--- src/rtl/store_bus_monitor.sv ---
// Store-bus monitor: decides PASS/FAIL/TIMEOUT from tohost-style stores, counts stores/cycles, traces stores.
// Latency: a store sampled at edge N is reflected in status and trace outputs after edge N.
// Backpressure: trace port is valid/ready; stores arriving while the trace FIFO is full are dropped and flagged.

// Generic FWFT FIFO: power-of-two depth, occupancy 0..DEPTH, head reads zero when empty.
// Latency: a push at edge N is visible at the head after edge N.
// Backpressure: push_rdy is low only when full with no pop on the same edge.
module sbm_fifo #(
    parameter int W     = 64,
    parameter int DEPTH = 8
) (
    input  logic         clk,
    input  logic         rst,
    input  logic         push_vld,
    output logic         push_rdy,
    input  logic [W-1:0] push_dat,
    output logic         pop_vld,
    input  logic         pop_rdy,
    output logic [W-1:0] pop_dat
);
    localparam int AW = $clog2(DEPTH);
    localparam int CW = $clog2(DEPTH + 1);
    localparam logic [CW-1:0] FULL = CW'(DEPTH);

    logic [W-1:0]  mem [DEPTH];
    logic [AW-1:0] wr_ptr;
    logic [AW-1:0] rd_ptr;
    logic [CW-1:0] count;
    logic          push_fire;
    logic          pop_fire;

    assign pop_vld   = (count != '0);
    assign pop_fire  = pop_vld && pop_rdy;
    // A simultaneous pop frees a slot, so a full FIFO still accepts that push.
    assign push_rdy  = (count != FULL) || pop_fire;
    assign push_fire = push_vld && push_rdy;
    assign pop_dat   = pop_vld ? mem[rd_ptr] : '0;

    always_ff @(posedge clk or posedge rst) begin
        if (rst) begin
            wr_ptr <= '0;
            rd_ptr <= '0;
            count  <= '0;
        end else begin
            if (push_fire) wr_ptr <= wr_ptr + 1'b1;
            if (pop_fire)  rd_ptr <= rd_ptr + 1'b1;
            case ({push_fire, pop_fire})
                2'b10:   count <= count + 1'b1;
                2'b01:   count <= count - 1'b1;
                default: count <= count;
            endcase
        end
    end

    always_ff @(posedge clk) begin
        if (push_fire) mem[wr_ptr] <= push_dat;
    end
endmodule

module store_bus_monitor #(
    parameter logic [31:0] PASS_ADDR      = 32'd100,
    parameter logic [31:0] PASS_DATA      = 32'd25,
    parameter logic [31:0] FAIL_ADDR      = 32'd104,
    parameter logic [31:0] TIMEOUT_CYCLES = 32'd200000,
    parameter int          FIFO_DEPTH     = 8
) (
    input  logic        clk,
    input  logic        reset,
    input  logic        MemWrite,
    input  logic [31:0] DataAddr,
    input  logic [31:0] WriteData,
    output logic        trace_valid,
    input  logic        trace_ready,
    output logic [31:0] trace_addr,
    output logic [31:0] trace_data,
    output logic        trace_overflow,
    output logic [31:0] store_count,
    output logic [31:0] cycle_count,
    output logic        done,
    output logic        pass,
    output logic        fail,
    output logic        timeout
);
    typedef enum logic [1:0] {S_RUN, S_PASS, S_FAIL, S_TIMEOUT} state_t;

    typedef struct packed {
        logic [31:0] addr;
        logic [31:0] data;
    } trace_t;

    state_t      state_q;
    state_t      state_d;
    logic        in_run;
    logic        store_acc;
    logic [31:0] cycle_next;
    logic        timeout_hit;
    logic        fifo_push_rdy;
    trace_t      push_entry;
    trace_t      head_entry;

    assign in_run      = (state_q == S_RUN);
    assign store_acc   = MemWrite && in_run;
    assign cycle_next  = (&cycle_count) ? cycle_count : cycle_count + 32'd1;
    assign timeout_hit = (TIMEOUT_CYCLES != 32'd0) && (cycle_next == TIMEOUT_CYCLES);

    always_ff @(posedge clk or posedge reset) begin
        if (reset) state_q <= S_RUN;
        else       state_q <= state_d;
    end

    // Store decisions take priority over a timeout landing on the same edge.
    always_comb begin
        state_d = state_q;
        done    = 1'b0;
        pass    = 1'b0;
        fail    = 1'b0;
        timeout = 1'b0;
        if (state_q == S_RUN) begin
            if (store_acc && (DataAddr == PASS_ADDR))
                state_d = (WriteData == PASS_DATA) ? S_PASS : S_FAIL;
            else if (store_acc && (DataAddr == FAIL_ADDR))
                state_d = S_FAIL;
            else if (timeout_hit)
                state_d = S_TIMEOUT;
        end
        done    = (state_q != S_RUN);
        pass    = (state_q == S_PASS);
        fail    = (state_q == S_FAIL);
        timeout = (state_q == S_TIMEOUT);
    end

    always_ff @(posedge clk or posedge reset) begin
        if (reset) begin
            cycle_count    <= '0;
            store_count    <= '0;
            trace_overflow <= 1'b0;
        end else begin
            if (in_run)                      cycle_count    <= cycle_next;
            if (store_acc)                   store_count    <= store_count + 32'd1;
            if (store_acc && !fifo_push_rdy) trace_overflow <= 1'b1;
        end
    end

    assign push_entry = '{addr: DataAddr, data: WriteData};

    sbm_fifo #(
        .W     ($bits(trace_t)),
        .DEPTH (FIFO_DEPTH)
    ) u_trace_fifo (
        .clk      (clk),
        .rst      (reset),
        .push_vld (store_acc),
        .push_rdy (fifo_push_rdy),
        .push_dat (push_entry),
        .pop_vld  (trace_valid),
        .pop_rdy  (trace_ready),
        .pop_dat  (head_entry)
    );

    assign trace_addr = head_entry.addr;
    assign trace_data = head_entry.data;
endmodule

--- config.mk ---
export PLATFORM = sky130hd
export DESIGN_NAME = store_bus_monitor
export DESIGN_NICKNAME = d
export VERILOG_FILES = /design/src/rtl/store_bus_monitor.sv
export SDC_FILE = /design/constraint.sdc
export NUM_CORES = 1
export LEC_CHECK = 0
export BUFFER_PORTS_ARGS = -buffer_cell sky130_fd_sc_hd__buf_2
export CORE_UTILIZATION = 38
export CTS_BUF_LIST = sky130_fd_sc_hd__clkbuf_2 sky130_fd_sc_hd__clkbuf_4 sky130_fd_sc_hd__clkbuf_8
export DETAILED_ROUTE_END_ITERATION = 10
export GPL_ROUTABILITY_DRIVEN = 0
export GPL_TIMING_DRIVEN = 0
export HOLD_SLACK_MARGIN = 0.15
export PLACE_DENSITY = 0.51
export SETUP_SLACK_MARGIN = 0.2
export SKIP_CTS_REPAIR_TIMING = 1
export SYNTH_ARGS = -nofsm -noshare
export SYNTH_HDL_FRONTEND = slang
export SYNTH_SLANG_ARGS = --single-unit
--- constraint.sdc ---
create_clock -name clk -period 16.5 [get_ports clk]
set_clock_uncertainty 0.1 [all_clocks]
set_input_delay 0 -clock clk [delete_from_list [all_inputs] [get_ports clk]]
set_output_delay 0 -clock clk [all_outputs]
set_load 0.02 [all_outputs]
### Word-level counts from Yosys, hierarchy flattened

Memories as Yosys holds them, arrays and structs flattened.
Index checks and enable logic that the tools add are counted.

| word-level totals | value |
|---|---|
| register bits | 77 |
| bits in writable memories | 512 |
| input bits | 68 |
| output and inout port bits | 134 |
| logic and storage cells | 48 |
| memories kept | 1 |

| operators by class | value |
|---|---|
| add/subtract/negate cells | 6 |
| equality and inequality tests | 10 |
| muxes and demuxes | 9 |
| reductions and logical operators | 15 |

Memory list:

| memory | words | bits a word | read ports | clocked after Yosys merged registers in | wr ports | RTL line | text |
|---|---|---|---|---|---|---|---|
| u_trace_fifo.mem | 8 | 64 | 1 | 0 | 1 | 25 | `logic [W-1:0] mem [DEPTH];` |

Operator list:

| operator | count |
|---|---|
| $add 32x1->32 const B | 2 |
| $eq 32x7->1 const B | 2 |
| $mux 64 | 1 |
| $eq 32x18->1 const B | 1 |
| $eq 32x5->1 const B | 1 |
| $mux 32 | 1 |
| $reduce_and 32->1 | 1 |
| $mux 2 | 4 |
| $pmux 4 s2 | 1 |
| $add 3x1->3 const B | 2 |
| $eq 2x2->1 const B | 3 |
| $logic_and 1x1->1 | 6 |
| $add 4x1->4 const B | 1 |
| $eq 2x1->1 const B | 2 |
| $ne 4x4->1 const B | 1 |
| $reduce_bool 2->1 | 2 |
| $reduce_bool 4->1 | 1 |
| $sub 4x1->4 const B | 1 |
| $reduce_bool 3->1 | 1 |
| $logic_not 2->1 | 1 |
| $mux 1 | 2 |
| $reduce_and 2->1 | 1 |
| $logic_not 1->1 | 1 |
| $logic_or 1x1->1 | 1 |

### Depth between registers and ports, before layout

Gate-level depths: netlist (run 1).

| depth | value |
|---|---|
| word-level depth | 6 |
| gate-level depth with buffers | 11 |
| depth with buffers taken out | 10 |

### By module

Synthesis (run 1) repeated with hierarchy kept, for this count alone.

| second synthesis, totals | value |
|---|---|
| cells, all modules | 1277 |
| area, all modules | 23844.1 µm² |

By module, submodules not included:

| module | instances | cells each | area an instance (µm²) | seq. area each (µm²) |
|---|---|---|---|---|
| sbm_fifo | 1 | 889 | 20108.0 | 15625.0 |
| store_bus_monitor | 1 | 388 | 3736.1 | 1676.6 |

### Worst setup path before layout (run 1)

OpenSTA, ideal clock, no wires.

| timing | value |
|---|---|
| kind | flip-flop to flip-flop |
| from | register state_q[1] |
| to | memory u_trace_fifo.mem[0][0] (enable) |
| library setup time | 0.644 ns |
| data arrival time | 7.271 ns |
| data required time | 15.756 ns |
| path slack | 8.485 ns |
| cell stages (with the launch flop) | 6 |
| buffers on the path | 1 |
| period minus slack after synthesis | 8.015 ns |
| cell sequence | dfrtp_1 > nor2_1 > and2_1 > clkbuf_1 > nand2_1 > nor4_1 |

| on the way | value |
|---|---|
| cells in the longest elaborated chain, start to end | 5 |

Ends and longest elaborated chain:

| item | RTL line | text |
|---|---|---|
| start, declared | 91 | `state_t state_q;` |
| start signal, assigned | 108 | `else state_q <= state_d;` |
| $logic_not 2->1 | 101 | `assign in_run = (state_q == S_RUN);` |
| $logic_and 1x1->1 | 102 | `assign store_acc = MemWrite && in_run;` |
| $logic_and 1x1->1 | 36 | `assign push_fire = push_vld && push_rdy;` |
| $mux 1 | 56 | `if (push_fire) mem[wr_ptr] <= push_dat;` |
| $mux 1 (implied by the code) | 56 |  |
| end, declared | 25 |  |

Every way passes these cells.

### Worst setup path after layout (run 1)

| timing | value |
|---|---|
| from | register state_q[1] |
| to | memory u_trace_fifo.mem[6][11] (enable) |

The elaborated chain is that of the path after synthesis.

==> reports/results.tsv, run 1 <==
stage	metric	value	unit
routing	wl	58.2	mm
logic_synthesis	ys_ff_latch	589	
global_routing	grt_max_degree	58	
setup_path	startpoint	state_q[1]	
layout	final_area	29600	sq um
global_routing	grt_usage	18.2	%
logic_synthesis	postSynthCellCount	1263	
run	cap_violations	0	
global_routing	grt_pass1_wl	85.1	mm
floorplanning	fp-row-count	91	
setup_path	critPathCaptureType	flip-flop	
cts	htreeDepth	3	
sta	fin_crit_sh	23.5	%
routing	routed-wl-met3	3.10	mm
routing	drt_iter0_drc	786	
floorplanning	core	61600	sq um
logic_synthesis	synthesis.area	23600	sq um
placement	dp_cells	2357	
setup_path	crit_path_max_incr_delay	0.80	ns
routing	via_per_inst	4.98	
sta	period_needed	3.87	ns
floorplanning	die_area	63200	sq um
sta	hold_violations	0	
routing	ant_nets	0	
sta	rsz0062_at_grt	false	
setup_path	cp.arrival	4.13	ns
setup_path	crit_fanout	19	
cts	clk_path_buf_depth	3	
routing	met2_length	28.5	mm
routing	top_layer	met5	
cts	cts_buffers	99	
sta	relSlewSlack	23.1	%
layout	fin_nets	1825	
logic_synthesis	ys_warn_count	0	
layout	post-route-util	48.1	%
floorplanning	die_h	251	microns
layout	final_cells	2670	
routing	vias	13285	
placement	hpwl	37.0	mm
setup_path	path_buf_inv	4	
layout	drive_above_1_share	31.0	%
cts	cts_tree	built	
logic_synthesis	yosysUniqueCellTypes	55	
logic_synthesis	async_flop_share	13.1	%
sta	tightestPinTransition	1.15	ns
logic_synthesis	synth_edf_count	512	
setup_path	path_cells	nor2_1 -> and2_1 -> clkbuf_1 -> nand2_1 -> inv_1 -> nand2_1 -> nor2_4 -> buf_16 -> buf_16	
power	ir_drop	89.7	uV
layout	syn_to_final_growth	25.4	%
logic_synthesis	synth_nets	1339	
cts	cts.sinks	589	
sta	slew_viol_final	0	
cts	root_buffer	clkbuf_8	
placement	io_buffers	201	
min_path	hp-start	WriteData[2]	
routing	drc	0	
sta	tns	0	ns
sta	setup_viol	0	
routing	wirelength_met1	25.5	mm
placement	placed_area	26400	sq um
power	p_leak	10.8	nW
routing	routedWlPerCell	21.8	microns
cts	clk_latency	0.68	ns
routing	dr.pass1.iters	5	
setup_path	crit_slowest_cell	nor2_4	
global_routing	grt_overflow	0	
logic_synthesis	syn_area_per_cell	18.7	sq um
floorplanning	initial_core_util	38.4	%
setup_path	crit_type	reg -> reg	
cts	path_clk_slew	0.06	ns
setup_path	critPathLaunchType	flip-flop	
logic_synthesis	dominantRegCellSynth	edfxtp_1	
global_routing	grt_pass1_vias	13514	
logic_synthesis	yosysSeqAreaShare	73.2	%
setup_path	crit_family	simple AND/OR/NAND/NOR gates	
setup_path	reg2reg_from	state_q[1]	
global_routing	antenna_found_initial	4	
power	p_per_area	159	nW/um^2
setup_path	critPathRequiredTime	16.76	ns
min_path	worstHoldPathType	in -> reg	
floorplanning	ios	202	
sta	clock.fmax	258	MHz
run_status	status	completed	
floorplanning	die_w	251	microns
final timing paths:
| kind | end | cells after the start | slack (ns) |
|---|---|---|---|
| max | u_trace_fifo.mem[6][11] | 9 | 12.63 |
| min | u_trace_fifo.mem[2][2] | 2 | 0.17 |
| max reg2reg | u_trace_fifo.mem[6][11] | 9 | 12.63 |
| min reg2reg | store_count[31] | 1 | 0.37 |
| max in group asynchronous | u_trace_fifo.count[3] | 5 | 15.39 |
| min in group asynchronous | store_count[16] | 4 | 0.31 |
cell type report:
type,instances,area [sq um]
antenna,3,7.51
buffer,57,229
clock buffer,129,1610
clock inverter,53,294
fill,5345,32000
inverter,12,47.5
multi-input combinational,605,6110
sequential,589,17300
tap,837,1050
timing repair buffer,385,2990
cell usage in the layout, fill, tap and decap left out, types with 7 or more instances in the layout:
cell,n
a21oi_1,7
inv_1,11
nand2_1,50
mux2i_1,67
ha_1,7
buf_1,19
dfrtp_1,77
clkbuf_1,31
buf_2,206
clkbuf_4,26
nand4_1,22
buf_4,15
clkinv_2,18
and3_1,12
nor4_1,18
dlygate4sd3_1,128
o21ai_0,8
nor2_1,97
edfxtp_1,512
clkinv_1,29
mux4_2,128
xnor2_1,57
nand3_1,26
nor3_1,15
clkbuf_8,103
buf_6,30
xor2_1,25
power by group:
group | total (W) | leakage, nW | internal [W] | switching (W)
Clock | 0.00125 | 1.02 | 0.000671 | 0.000582
Combinational | 0.00158 | 4.07 | 0.000652 | 0.000932
Sequential | 0.00189 | 5.67 | 0.00183 | 0.0000575
state kept, by name, indices dropped and copies added (netlist names):
register             count
cycle_count             32
state_q                  2
store_count             32
trace_overflow           1
u_trace_fifo.count       4
u_trace_fifo.mem       512
u_trace_fifo.rd_ptr      3
u_trace_fifo.wr_ptr      3
metrics by stage:
step / total power [W] / setup slack [ns] / hold WS, ns
2_1_floorplan: 0.00294 / 8.49 / -0.00113
3_3_place_gp: 0.00349 / 0.566 / 0.184
3_5_place_dp: 0.00352 / 12.64 / -0.115
4_1_cts: 0.00479 / 12.48 / -0.878
5_1_grt: 0.00497 / 12.34 / 0.152
6_report: 0.00473 / 12.63 / 0.167
metal layers:
layer | vias to the layer above | GRT usage (%)
met1 | 6842 | 24.2
met2 | 335 | 29.9
li1 | 6028 | -
met5 | - | 0
met3 | 76 | 4.06
met4 | 4 | 5.45
cells by family (layout without fill, tap and decap cells):
family | Yosys count | count (layout) | share of synthesized area (%)
buf+inv | 69 | 636 | 1.16
fa+ha+maj | 8 | 8 | 0.455
simple gates | 285 | 285 | 6.02
compound gates | 32 | 32 | 0.953
flops | 589 | 589 | 73.2
xor+xnor | 82 | 82 | 3.04
mux | 198 | 198 | 15.2
other cells | 0 | 3 | 0
synthesized netlist by cell type, types with 19 or more instances:
library cell    n  area, sq um
buf_1          19         71.3
clkbuf_1       31          116
dfrtp_1        77         1930
edfxtp_1      512        15400
mux2i_1        67          671
mux4_2        128         2880
nand2_1        50          188
nand3_1        26          130
nand4_1        22          138
nor2_1        100          375
nor3_1         19         95.1
nor4_1         19          119
xnor2_1        57          499
xor2_1         25          219
No activity file was read; power rests on OpenSTA's default activity.
==> inputs of run 2 (changes only) <==
--- a/config.mk
+++ b/config.mk
@@ -5,6 +5,7 @@
 export SDC_FILE = /design/constraint.sdc
 export NUM_CORES = 1
 export LEC_CHECK = 0
+export ABC_AREA = 1
 export BUFFER_PORTS_ARGS = -buffer_cell sky130_fd_sc_hd__buf_2
 export CORE_UTILIZATION = 38
 export CTS_BUF_LIST = sky130_fd_sc_hd__clkbuf_2 sky130_fd_sc_hd__clkbuf_4 sky130_fd_sc_hd__clkbuf_8
==> constraint.sdc (replaced) <==
create_clock -name clk -period 3.95 [get_ports clk]
set_clock_uncertainty 0.1 [all_clocks]
set_input_delay 0 -clock clk [delete_from_list [all_inputs] [get_ports clk]]
set_output_delay 0 -clock clk [all_outputs]
set_load 0.02 [all_outputs]
==> reports/results.tsv, run 2 <==
stage	metric	value	unit	change
run_status	status	completed		unchanged
logic_synthesis	synth.largest_area_cell	edfxtp_1		unchanged
setup_path	cp.arrival	3.53	ns	was 4.13 ns
logic_synthesis	yosysUniqueCellTypes	36		was 55
min_path	whs_path_depth	5		was 2
layout	largest_reg_flops	512		unchanged
setup_path	crit_path_max_incr_delay	0.50	ns	was 0.80 ns
routing	drc	0		unchanged
power	p_per_area	621	nW/um^2	was 159 nW/um^2
logic_synthesis	ys_warn_count	0		unchanged
cts	path_clk_slew	0.06	ns	about the same
logic_synthesis	dominantRegCellSynth	edfxtp_1		unchanged
cts	cts.sinks	589		unchanged
layout	final_cells	3507		was 2670
floorplanning	die_h	255	microns	was 251 microns
floorplanning	die_w	255	microns	was 251 microns
global_routing	grt_pass1_wl	107	mm	was 85.1 mm
cts	clk_path_buf_depth	3		unchanged
sta	period_needed	3.63	ns	
sta	tightestPinTransition	0.826	ns	was 1.15 ns
cts	root_buffer	clkbuf_8		unchanged
layout	syn_to_final_growth	24.5	%	was 25.4%
logic_synthesis	postSynthCellCount	2114		was 1263
global_routing	grt_max_degree	50		was 58
placement	hpwl	46.8	mm	was 37.0 mm
setup_path	reg2reg_depth	9		unchanged
sta	clock.fmax	275	MHz	
routing	dr.pass1.iters	5		unchanged
logic_synthesis	synthTopCellsByCount	nor2_1 (514), edfxtp_1 (512), o21ai_0 (357), nand2_1 (203), clkbuf_1 (94)		was edfxtp_1 (512), mux4_2 (128), nor2_1 (100), dfrtp_1 (77), mux2i_1 (67)
setup_path	critPathRequiredTime	3.85	ns	was 16.76 ns
floorplanning	die_area	65200	sq um	was 63200 sq um
sta	rsz0062_at_grt	true		was false
min_path	worstHoldEndpoint	store_count[1]		was u_trace_fifo.mem[2][2]
power	ir_drop	356	uV	was 89.7 uV
layout	largest-register	u_trace_fifo.mem		unchanged
cts	htreeDepth	3		unchanged
setup_path	reg2reg_slack	0.90	ns	was 12.63 ns
setup_path	startpoint	u_trace_fifo.rd_ptr[0]		was state_q[1]
setup_path	crit_fanout	10		was 19
run	cap_violations	0		unchanged
logic_synthesis	yosysSeqAreaShare	70.9	%	was 73.2%
layout	reg_top3	u_trace_fifo.mem x512, cycle_count x32, store_count x32		unchanged
routing	vias	17886		was 13285
routing	wirelength_met1	32.4	mm	was 25.5 mm
global_routing	antenna_found_initial	6		was 4
cts	cts_buffers	102		was 99
routing	ant_nets	0		unchanged
setup_path	path_cells	inv_1 -> clkbuf_2 -> buf_2 -> clkbuf_2 -> nor2_1 -> o22ai_1 -> o21ai_0 -> a31oi_1 -> buf_2		was nor2_1 -> and2_1 -> clkbuf_1 -> nand2_1 -> inv_1 -> nand2_1 -> nor2_4 -> buf_16 -> buf_16
setup_path	crit_slowest_cell	dfrtp_1		was nor2_4
global_routing	grt_usage	21.5	%	was 18.2%
layout	layout_commonest_cell	edfxtp_1		unchanged
sta	setup_viol	0		unchanged
logic_synthesis	synth_nets	2190		was 1339
setup_path	r2r_end	u_trace_fifo.mem[4][18]		was u_trace_fifo.mem[6][11]
setup_path	reg2reg_from	state_q[1]		unchanged
setup_path	critPathCaptureType	primary output		was flip-flop
logic_synthesis	yosys.area.top_type_share	63.0	%	was 65.0%
layout	final_cell_mix	edfxtp_1 (512), nor2_1 (508), o21ai_0 (357)		was edfxtp_1 (512), buf_2 (206), mux4_2 (128), dlygate4sd3_1 (128), clkbuf_8 (103)
sta	relSlewSlack	45.0	%	was 23.1%
logic_synthesis	ys_ff_latch	589		unchanged
layout	drive_above_1_share	16.5	%	was 31.0%
sta	fin_crit_sh	92.0	%	
setup_path	critPathLaunchType	flip-flop		unchanged
setup_path	crit_type	reg -> out		was reg -> reg
logic_synthesis	synth_area_leaders	edfxtp_1 (63%), nor2_1 (7.9%), dfrtp_1 (7.9%), o21ai_0 (7.3%), nand2_1 (3.1%)		was edfxtp_1 (65%), mux4_2 (12%), dfrtp_1 (8.2%), mux2i_1 (2.8%), xnor2_1 (2.1%)
global_routing	grt_pass1_vias	17466		was 13514
floorplanning	ios	202		unchanged
logic_synthesis	synth_edf_count	512		unchanged
cts	cts_tree	built		unchanged
layout	final_area	30400	sq um	was 29600 sq um
sta	hold_violations	0		unchanged
floorplanning	initial_core_util	38.5	%	was 38.4%
routing	drt_iter0_drc	1455		was 786
layout	fin_nets	2654		was 1825
placement	placed_area	27100	sq um	was 26400 sq um
routing	top_layer	met5		unchanged
min_path	worstHoldPathType	in -> reg		unchanged
layout	post-route-util	48.0	%	was 48.1%
floorplanning	core	63300	sq um	was 61600 sq um
cts	clk_latency	0.69	ns	was 0.68 ns
sta	slew_viol_final	0		unchanged
routing	routed-wl-met3	3.94	mm	was 3.10 mm
power	p_leak	11.0	nW	was 10.8 nW
logic_synthesis	synthesis.area	24400	sq um	was 23600 sq um
min_path	hp-start	MemWrite		was WriteData[2]
placement	io_buffers	201		unchanged
logic_synthesis	synth.most_common_cell	nor2_1		was edfxtp_1
routing	wl	73.3	mm	was 58.2 mm
routing	routedWlPerCell	20.9	microns	was 21.8 microns
routing	met2_length	35.8	mm	was 28.5 mm
logic_synthesis	async_flop_share	13.1	%	unchanged
logic_synthesis	syn_area_per_cell	11.5	sq um	was 18.7 sq um
sta	tns	0	ns	unchanged
floorplanning	fp-row-count	92		was 91
placement	dp_cells	3186		was 2357
routing	via_per_inst	5.10		was 4.98
global_routing	grt_overflow	0		unchanged
run 2: cell count changes in the layout (fill, tap and decap cells not counted), moves of 67 or more:
cell / delta
nor2_1: +411
o21ai_0: +349
nand2_1: +153
mux4_2: -128
a31oi_1: +67
mux2i_1: -67
run 2: report_power, final:
part           leakage (nW)  total [W]  switching [W]  internal (W)
registers              5.65    0.00685      0.0000404       0.00680
logic                  4.33    0.00675        0.00485       0.00190
clock network          1.01    0.00527        0.00249       0.00278
run 2: layout make-up:
cell class | count | area, sq um
Antenna cell | 4 | 10.0
Buffer | 113 | 468
Clock buffer | 141 | 1700
Clock inverter | 42 | 205
Fill cell | 5888 | 32900
Inverter | 61 | 231
Multi-Input combinational cell | 1351 | 6490
Sequential cell | 589 | 17300
Tap cell | 846 | 1060
Timing Repair Buffer | 360 | 2920
run 2: how the worst max path moves through the flow:
| stage | slack (ns) | to | cells after the start |
|---|---|---|---|
| floorplan | -0.49 | u_trace_fifo.mem[0][0] | 6 |
| global placement | -3.30 | u_trace_fifo.mem[4][18] | 6 |
| detailed placement | 0.43 | trace_addr[4] | 8 |
| CTS | -0.36 | trace_addr[4] | 8 |
| global route | 0.13 | trace_addr[7] | 7 |
| finish | 0.32 | trace_addr[7] | 9 |
run 2: stage by stage:
step | worst slack, ns | hold WS (ns) | total power, W
3_3_place_gp | -3.30 | 0.193 | 0.0136
4_1_cts | -0.358 | -0.835 | 0.0190
5_1_grt | 0.126 | 0.152 | 0.0200
6_report | 0.317 | 0.157 | 0.0189
2_1_floorplan | -0.492 | -0.00113 | 0.0109
3_5_place_dp | 0.428 | -0.0526 | 0.0137
run 2: cells by family after synthesis:
family / synth area share, %
XOR/XNOR: 1.65
AO/OA/AOI/OAI: 10.8
buffers and inverters: 2.79
adder cells (fa/ha/maj): 0.441
flip-flops: 70.9
AND/OR/NAND/NOR: 13.4
run 2: critical path: cells and delay by family, from the launching register on:
kind                   cells  cell delay (ns)
and+or+nand+nor            1             0.08
DFF                        1             0.50
AOI/OAI and AO/OA          3             0.74
buffers and inverters      5             1.51
run 2: layer usage:
layer | up-vias | track usage, %
met5 | - | 0
li1 | 8474 | -
met4 | 6 | 6.29
met2 | 528 | 35.5
met3 | 93 | 4.06
met1 | 8785 | 28.6
